==> src/rtl/flow_ctrl_pkg.sv <==
// Shared types and micro-op encodings for the control-flow sequencer.
// The package itself has no configuration; the top module reads the
// FLOW_CTRL_FLAGS_EN macro.
package flow_ctrl_pkg;

    typedef enum logic [2:0] {
        IDLE,
        PUSH,
        POP,
        DRAIN,
        REDIRECT
    } flow_state_t;

    localparam logic [15:0] NOP_OP        = 16'h0000;
    localparam logic [15:0] PUSH_PC_BASE  = 16'h6008;
    localparam logic [15:0] POP_PC_BASE   = 16'h6010;
    localparam logic [15:0] PUSH_FLAGS_OP = 16'h6018;
    localparam logic [15:0] POP_FLAGS_OP  = 16'h6019;

    // Word index k selects which PC word the stack op moves.
    function automatic logic [15:0] push_pc_op(input logic [3:0] k);
        return PUSH_PC_BASE + {12'd0, k};
    endfunction

    function automatic logic [15:0] pop_pc_op(input logic [3:0] k);
        return POP_PC_BASE + {12'd0, k};
    endfunction

endpackage

==> src/rtl/flow_ctrl_word_asm.sv <==
// Target-PC register for the sequencer. It is either loaded whole (CALL/INT
// target) or assembled one word at a time from popped stack data (RET/RTI).
module flow_ctrl_word_asm
    import flow_ctrl_pkg::*;
#(
    parameter int PC_WIDTH   = 32,
    parameter int WORD_WIDTH = 16,
    parameter int IDX_WIDTH  = 2
) (
    input  logic                  clk,
    input  logic                  reset,
    input  logic                  load,
    input  logic [PC_WIDTH-1:0]   load_value,
    input  logic                  capture_en,
    input  logic [IDX_WIDTH-1:0]  capture_idx,
    input  logic [WORD_WIDTH-1:0] capture_data,
    output logic [PC_WIDTH-1:0]   value
);

    localparam int NW = PC_WIDTH / WORD_WIDTH;

    // Whole-value load wins over a word capture; otherwise the value holds.
    always_ff @(posedge clk) begin
        if (reset) begin
            value <= '0;
        end else if (load) begin
            value <= load_value;
        end else if (capture_en) begin
            for (int w = 0; w < NW; w++) begin
                if (capture_idx == IDX_WIDTH'(w)) begin
                    value[w*WORD_WIDTH +: WORD_WIDTH] <= capture_data;
                end
            end
        end
    end

endmodule

==> src/rtl/flow_ctrl_fsm.sv <==
// Control-flow sequencer for CALL / RET / INT / RTI in the decode stage.
// It injects stack micro-ops while stalling fetch, then pulses change_pc.
// Optional feature macro: FLOW_CTRL_FLAGS_EN. When it is defined, INT also
// pushes flags and RTI also pops flags. When it is undefined, INT acts as
// CALL to int_vector and RTI acts as RET.
module flow_ctrl_fsm
    import flow_ctrl_pkg::*;
#(
    parameter int PC_WIDTH   = 32,
    parameter int WORD_WIDTH = 16,
    parameter int OP_WIDTH   = 16
) (
    input  logic                  clk,
    input  logic                  reset,
    input  logic                  call,
    input  logic                  ret,
    input  logic                  intr,
    input  logic                  rti,
    input  logic [WORD_WIDTH-1:0] rdst_value,
    input  logic [PC_WIDTH-1:0]   int_vector,
    input  logic [WORD_WIDTH-1:0] pop_data,
    output logic [OP_WIDTH-1:0]   inject_op,
    output logic [PC_WIDTH-1:0]   pc_out,
    output logic                  stall,
    output logic                  change_pc,
    output logic                  busy
);

    localparam int NW = PC_WIDTH / WORD_WIDTH;
    localparam int CW = $clog2(NW) + 1;
    localparam logic [CW-1:0] LAST_WORD = CW'(NW - 1);

`ifdef FLOW_CTRL_FLAGS_EN
    localparam logic FLAGS_EN = 1'b1;
`else
    localparam logic FLAGS_EN = 1'b0;
`endif

    flow_state_t   state, state_next;
    logic [CW-1:0] cnt, cnt_next;
    logic          flags_step, flags_step_next;
    logic          int_pending, int_pending_next;

    logic                take_int, take_call, take_ret, take_rti;
    logic                pc_load;
    logic [PC_WIDTH-1:0] pc_load_value;
    logic                cap_en;
    logic [CW-1:0]       cap_idx;

    // A pending interrupt outranks every new request; the rest are dropped.
    assign take_int  = intr | int_pending;
    assign take_call = ~take_int & call;
    assign take_ret  = ~take_int & ~call & ret;
    assign take_rti  = ~take_int & ~call & ~ret & rti;

    // Sequencer state; a reset mid-sequence abandons it without a redirect.
    always_ff @(posedge clk) begin
        if (reset) begin
            state       <= IDLE;
            cnt         <= '0;
            flags_step  <= 1'b0;
            int_pending <= 1'b0;
        end else begin
            state       <= state_next;
            cnt         <= cnt_next;
            flags_step  <= flags_step_next;
            int_pending <= int_pending_next;
        end
    end

    // Next state, word counter, and control for the target-PC register.
    always_comb begin
        state_next       = state;
        cnt_next         = cnt;
        flags_step_next  = flags_step;
        int_pending_next = int_pending;
        pc_load          = 1'b0;
        pc_load_value    = '0;
        cap_en           = 1'b0;
        cap_idx          = '0;

        if (state != IDLE && intr) begin
            int_pending_next = 1'b1;
        end

        case (state)
            IDLE: begin
                if (take_int) begin
                    state_next       = PUSH;
                    cnt_next         = '0;
                    flags_step_next  = FLAGS_EN;
                    int_pending_next = 1'b0;
                    pc_load          = 1'b1;
                    pc_load_value    = int_vector;
                end else if (take_call) begin
                    state_next      = PUSH;
                    cnt_next        = '0;
                    flags_step_next = 1'b0;
                    pc_load         = 1'b1;
                    pc_load_value   = PC_WIDTH'(rdst_value);
                end else if (take_ret || take_rti) begin
                    state_next      = POP;
                    cnt_next        = LAST_WORD;
                    flags_step_next = take_rti & FLAGS_EN;
                end
            end
            PUSH: begin
                if (flags_step) begin
                    flags_step_next = 1'b0;
                end else if (cnt == LAST_WORD) begin
                    state_next = REDIRECT;
                end else begin
                    cnt_next = cnt + CW'(1);
                end
            end
            POP: begin
                cap_en  = (cnt != LAST_WORD);
                cap_idx = cnt + CW'(1);
                if (cnt == '0) begin
                    state_next = DRAIN;
                end else begin
                    cnt_next = cnt - CW'(1);
                end
            end
            DRAIN: begin
                cap_en          = 1'b1;
                cap_idx         = '0;
                flags_step_next = 1'b0;
                state_next      = REDIRECT;
            end
            REDIRECT: begin
                state_next = IDLE;
            end
            default: begin
                state_next = IDLE;
            end
        endcase
    end

    // Outputs decode purely from registered state, so they change on edges only.
    always_comb begin
        inject_op = OP_WIDTH'(NOP_OP);
        stall     = 1'b0;
        change_pc = 1'b0;
        busy      = (state != IDLE);
        case (state)
            PUSH: begin
                stall     = 1'b1;
                inject_op = flags_step ? OP_WIDTH'(PUSH_FLAGS_OP)
                                       : OP_WIDTH'(push_pc_op(4'(cnt)));
            end
            POP: begin
                stall     = 1'b1;
                inject_op = OP_WIDTH'(pop_pc_op(4'(cnt)));
            end
            DRAIN: begin
                stall     = 1'b1;
                inject_op = flags_step ? OP_WIDTH'(POP_FLAGS_OP)
                                       : OP_WIDTH'(NOP_OP);
            end
            REDIRECT: begin
                change_pc = 1'b1;
            end
            default: begin
                inject_op = OP_WIDTH'(NOP_OP);
            end
        endcase
    end

    flow_ctrl_word_asm #(
        .PC_WIDTH  (PC_WIDTH),
        .WORD_WIDTH(WORD_WIDTH),
        .IDX_WIDTH (CW)
    ) u_word_asm (
        .clk         (clk),
        .reset       (reset),
        .load        (pc_load),
        .load_value  (pc_load_value),
        .capture_en  (cap_en),
        .capture_idx (cap_idx),
        .capture_data(pop_data),
        .value       (pc_out)
    );

endmodule

==> config.mk <==
export PLATFORM = sky130hd
export DESIGN_NAME = flow_ctrl_fsm
export DESIGN_NICKNAME = d
export VERILOG_FILES = /design/src/rtl/flow_ctrl_pkg.sv /design/src/rtl/flow_ctrl_word_asm.sv /design/src/rtl/flow_ctrl_fsm.sv
export SDC_FILE = /design/constraint.sdc
export NUM_CORES = 1
export LEC_CHECK = 0
export BUFFER_PORTS_ARGS = -buffer_cell sky130_fd_sc_hd__clkbuf_2
export CORE_MARGIN = 4
export CORE_UTILIZATION = 41
export DETAILED_ROUTE_END_ITERATION = 8
export PLACE_DENSITY = 0.86
export SETUP_SLACK_MARGIN = 0.1
export SYNTH_ARGS = -nofsm -noshare
export SYNTH_HDL_FRONTEND = slang
export SYNTH_SLANG_ARGS = --single-unit
==> constraint.sdc <==
create_clock -name clk -period 1.83 [get_ports clk]
set_input_delay 0.183 -clock clk [delete_from_list [all_inputs] [get_ports clk]]
set_output_delay 0.183 -clock clk [all_outputs]
set_load 0.005 [all_outputs]
### Word level (Yosys, flattened, before mapping)

Cells that the tools add are included.

| word-level totals | value |
|---|---|
| bits in registers | 39 |
| bits of input ports | 70 |
| output and inout port bits | 51 |
| word-level logic and storage cells | 88 |

| operators by class | value |
|---|---|
| add/sub/neg operators | 4 |
| equal/unequal tests | 13 |
| muxes and demuxes | 38 |
| bitwise operators | 9 |
| reduce and logical (&&, ||, !) cells | 18 |

Operators by type and width:

| kind | count |
|---|---|
| $mux 32 | 4 |
| $mux 16 | 4 |
| $pmux 16 s3 | 1 |
| $add 15x2->16 const A | 2 |
| $mux 3 | 6 |
| $mux 15 | 1 |
| $mux 2 | 7 |
| $pmux 3 s4 | 1 |
| $mux 1 | 11 |
| $ne 2x2->1 const B | 5 |
| $reduce_bool 2->1 | 4 |
| $eq 3x2->1 const B | 2 |
| $pmux 2 s3 | 1 |
| $reduce_and 2->1 | 3 |
| $reduce_bool 3->1 | 2 |
| $and 1x1->1 | 5 |
| $reduce_and 5->1 | 1 |
| $eq 2x1->1 const B | 2 |
| $logic_not 2->1 | 2 |
| $ne 4x4->1 const B | 1 |
| $pmux 1 s2 | 2 |
| $reduce_and 4->1 | 1 |
| $eq 3x1->1 const B | 1 |
| $eq 3x3->1 const B | 1 |
| 10 further kinds | 12 |

### Depth between registers and ports, before layout

| depth | value |
|---|---|
| depth in word-level cells | 10 |
| mapped depth | 7 |
| depth with buffers taken out | 6 |

### Hierarchy

A second synthesis with hierarchy kept.

| unflattened totals | value |
|---|---|
| cells, all modules | 324 |
| area total of the unflattened synthesis | 2558.7 um^2 |

By module, submodules not included:

| module | times used | cells each | area an instance (um^2) | seq. area each (um^2) |
|---|---|---|---|---|
| flow_ctrl_word_asm | 1 | 180 | 1676.6 | 640.6 |
| flow_ctrl_fsm | 1 | 144 | 882.1 | 120.1 |

### Least setup slack after synthesis

No wires, ideal clock.

| timing path | value |
|---|---|
| path type | register -> register |
| start point | register cnt[0] |
| end point | register u_word_asm.value[26] |
| setup time | 138 ps |
| arrival | 1758 ps |
| path slack | -66 ps |
| cell stages (with the launch flop) | 8 |
| cells stage by stage | dfxtp_1 inv_1 ha_1 or3_1 a2bb2oi_4 buf_6 a221oi_2 nor3_2 |

| on the way | value |
|---|---|
| longest elaborated chain between the ends | 5 |
| elaborated cells between the ends (all ways) | 8 |

Ends and longest elaborated chain:

| item | line | text |
|---|---|---|
| start: declaration | flow_ctrl_fsm.sv:40 | `logic [CW-1:0] cnt, cnt_next;` |
| start signal: assignment | flow_ctrl_fsm.sv:65 | `cnt <= cnt_next;` |
| $add 2x1->2 | flow_ctrl_fsm.sv:118 | `cap_idx = cnt + CW'(1);` |
| $mux 2 | flow_ctrl_fsm.sv:86 | `case (state)` |
| $eq 2x1->1 | flow_ctrl_word_asm.sv:30 | `if (capture_idx == IDX_WIDTH'(w)) begin` |
| $reduce_bool 2->1 (no line) | -- |  |
| $reduce_and 2->1 (no line) (*) | -- |  |
| end signal: assignment | flow_ctrl_word_asm.sv:27 | `value <= load_value;` |
| end signal: indexed assignment | flow_ctrl_word_asm.sv:31 | `value[w*WORD_WIDTH +: WORD_WIDTH] <= capture_data;` |
| end: declaration | flow_ctrl_word_asm.sv:17 | `output logic [PC_WIDTH-1:0] value` |

Mark *: on every way between the ends. The rest lies on a longest branch, timed or not.
A chain may end at the register's enable or synchronous reset.

### Worst setup path after layout

| timing path | value |
|---|---|
| start point | register cnt[0] |
| end point | register u_word_asm.value[16] |

Same word-level chain as after synthesis.

==> results.sh <==
export IMPL_period_share_pct=96.7
export IMPL_htreeDepth=2
export IMPL_rsz0062_at_grt="true"
export IMPL_drc_errors=0
export IMPL_clock_latency_ps=290
export IMPL_rrSetupSlack_ps=60
export IMPL_hold_path_class="in -> reg"
export IMPL_power_total_mw=3.80
export IMPL_slowest_delay_ps=450
export IMPL_cts_buffers=5
export IMPL_grt_pass1_wl_um=11500
export IMPL_post_place_ws_ps=17.1
export IMPL_p_switching_mw=1.50
export IMPL_fin_skew_ps=6.29
export IMPL_fp_dieW_um=82.4
export IMPL_ctsRootBufferMaster="clkbuf_8"
export IMPL_critical_path_slowest_cell="or3_4"
export IMPL_crit_path_end_kind="register"
export IMPL_die_area_mm2=0.00679
export IMPL_worstReg2RegStart="cnt[0]"
export IMPL_gp_congestion=0.843
export IMPL_syn_to_final_growth_pct=40.0
export IMPL_path_cells="inv_2 -> ha_4 -> or3_4 -> a2bb2oi_4 -> a221oi_2 -> nor3_2"
export IMPL_final_antenna_net_count=0
export IMPL_path_max_fanout=8
export IMPL_synthDominantCellAreaShare_pct=33.5
export IMPL_syn_area_mm2=0.00227
export IMPL_p_int_mw=2.29
export IMPL_io_pins=121
export IMPL_pwr_share_seq_pct=31.2
export IMPL_finalCriticalPeriod_ps=1770
export IMPL_max_freq_mhz=565
export IMPL_synth_simple_area_share_pct=24.4
export IMPL_grt_max_degree=23
export IMPL_firstDrtPassIters=4
export IMPL_path_class="reg -> reg"
export IMPL_clock_sinks=38
export IMPL_die_h_um=82.4
export IMPL_max_vdd_ir_drop_mv=0.745
export IMPL_design_area_mm2=0.00318
export IMPL_synthAdderAreaFrac_pct=1.10
export IMPL_coreArea_mm2=0.00524
export IMPL_swShare_pct=39.6
export IMPL_rows=26
export IMPL_synth_compound_gate_area_share_pct=29.0
export IMPL_report_final_setup_viol=0
export IMPL_clkPwrFrac_pct=15.2
export IMPL_powerDensity_mw_per_mm2=1190
export IMPL_drv_cap=0
export IMPL_fillCellCount=438
export IMPL_place_area_mm2=0.00287
export IMPL_regArea_um2=764
export IMPL_synthCells=263
export IMPL_nets=457
export IMPL_post_drt_via_cell_ratio=5.53
export IMPL_synth_top_family_by_area="compound AO/OA/AOI/OAI gates"
export IMPL_antenna_found_initial=0
export IMPL_synth_warnings=0
export IMPL_clk_path_buf_depth=2
export IMPL_synth_top_cells_by_area="dfxtp_1 (33%), a221oi_2 (6.6%), buf_4 (5.0%), nor3_2 (4.4%), nand2_1 (4.1%)"
export IMPL_p_leak_nw=1.45
export IMPL_start_util_pct=43.4
export IMPL_crit_family="simple AND/OR/NAND/NOR gates"
export IMPL_yosysSeqAreaShare_pct=33.5
export IMPL_min_to="u_word_asm.value[20]"
export IMPL_synth_seq_cells=38
export IMPL_path_buf_inv=1
export IMPL_muxShareOfSynthArea_pct=0.937
export IMPL_rr_worst_depth=6
export IMPL_setup_slack_ps=60.1
export IMPL_multiInputGateArea_mm2=0.00142
export IMPL_status="finished clean"
export IMPL_critPathRequiredTime_ps=1990
export IMPL_yosys_area_top_type="dfxtp_1"
export IMPL_hold_slack_ps=167
export IMPL_grt_use_total_pct=22.0
export IMPL_gr_total_overflow=0
export IMPL_num_antenna_cells=0
export IMPL_routed_wl_um=7540
export IMPL_worstReg2RegEnd="u_word_asm.value[16]"
export IMPL_syn_area_per_cell_um2=8.63
export IMPL_async_reset_ff_share_pct=0
export IMPL_cts_tree="built"
export IMPL_via_count=2509
export IMPL_final_hold_viol_count=0
export IMPL_p_comb_share_pct=53.6
export IMPL_synthDistinctLibCells=47
export IMPL_drt_iter0_markers=164
export IMPL_synth_edf_count=0
export IMPL_wl_per_cell_um=16.6
export IMPL_grt_pass1_vias=2428
export IMPL_hold_start="int_vector[20]"
export IMPL_synth_xor_area_share_pct=0.386
export IMPL_ys_flop_type="dfxtp_1"
export IMPL_io_buffers=110
export IMPL_timing_final_max_slew_violations=0
export IMPL_clk_pin_slew_worst_paths_ps=70
export IMPL_cp_arrival_ps=1930
export IMPL_drive_gt1_share_pct=51.3
export IMPL_whs_path_depth=3
export IMPL_start_kind="register"
export IMPL_place_hpwl_um=5490
through the flow:
stage	TNS [ps]	instances	util [%]
after floorplan	0	272	-
after global placement	0	435	54.9
after detailed placement	0	435	54.9
after CTS	0	445	58.0
after global routing	-4.31	454	60.7
final	0	454	60.7
Yosys cell counts, types with 2 or more instances:
master / count
buf_2: 5
nor2_2: 2
nor3_4: 2
a211oi_1: 8
a221oi_2: 10
buf_4: 15
buf_6: 4
nor2_1: 24
dfxtp_1: 38
a21oi_1: 11
nand2_1: 25
nand3_1: 8
a221oi_1: 7
ha_1: 2
nand2b_1: 2
a311oi_1: 8
and3_1: 8
nor3_2: 10
a22oi_1: 8
inv_1: 6
nor3b_1: 2
o21ai_0: 17
nor3_1: 10
clkbuf_1: 8
worst max path at each step:
stage	startpoint	end	cells after the start
after floorplan	cnt[0]	u_word_asm.value[26]	7
after global placement	cnt[1]	u_word_asm.value[19]	6
after detailed placement	cnt[0]	u_word_asm.value[6]	6
after CTS	cnt[0]	u_word_asm.value[18]	6
after global routing	cnt[0]	u_word_asm.value[19]	7
final	cnt[0]	u_word_asm.value[16]	6
state kept, by name, summed over array words and instances, names as in the netlist:
name / count
cnt: 2
int_pending: 1
state: 3
u_word_asm.value: 32
kinds of logic (layout without fill, tap and decap cells):
kind of cell / after synthesis / after routing
other: 1 / 10
buffers and inverters: 39 / 150
and+or+nand+nor: 100 / 100
xor gates and xnor gates: 1 / 1
adders and majority gates: 2 / 2
AOI/OAI and AO/OA: 80 / 81
muxes: 2 / 2
DFF: 38 / 38
cell type report:
type,instances,share of cell area [%]
multi-input combinational,196,44.7
timing repair buffer,137,25.0
sequential,38,24.0
tap,70,2.75
clock buffer,6,2.60
inverter,7,0.826
placed cells by master (no fill, tap or decap), types with 3 or more instances in the layout:
cell type    n
a211oi_1     8
and3_1       8
nor3_2      12
a21oi_1     11
nor3_1       8
dfxtp_1     35
nor2_2       3
clkbuf_2   110
dfxtp_2      3
o21ai_0     17
conb_1      10
nand3_1      8
nand2_1     25
buf_4       24
inv_2        3
inv_1        4
a311oi_1     8
a221oi_2    16
a22oi_1      8
nor2_1      23
clkbuf_8     6
per-layer routing:
metal	vias up	track usage [%]	wire length [um]
met1	1173	27.0	2830
met5	-	0	0
met4	0	7.64	113
li1	1194	-	-
met3	13	4.99	660
met2	129	37.6	3940
power groups by stage:
stage / registers [mW] / logic [mW] / clock network (mW)
floorplan: 1.18 / 1.17 / 0
global placement: 1.18 / 1.66 / 0
detailed placement: 1.19 / 1.71 / 0
CTS: 1.17 / 1.84 / 0.578
global route: 1.20 / 2.20 / 0.615
finish: 1.18 / 2.04 / 0.576
tightest hold or removal path: stages:
cell	delay, ps
clkbuf_2	80
a221oi_2	60
nor3_2	90
timing repair:
| action | CTS | global route |
|---|---|---|
| gates cloned | 1 | 1 |
| setup endpoints to repair | 24 | 35 |
| resized for setup | 7 | 10 |
| buffers inserted | 3 | 8 |
| hold buffers | 0 | 0 |
| pin swaps | 0 | 8 |
(Power assumes the default switching activity.)
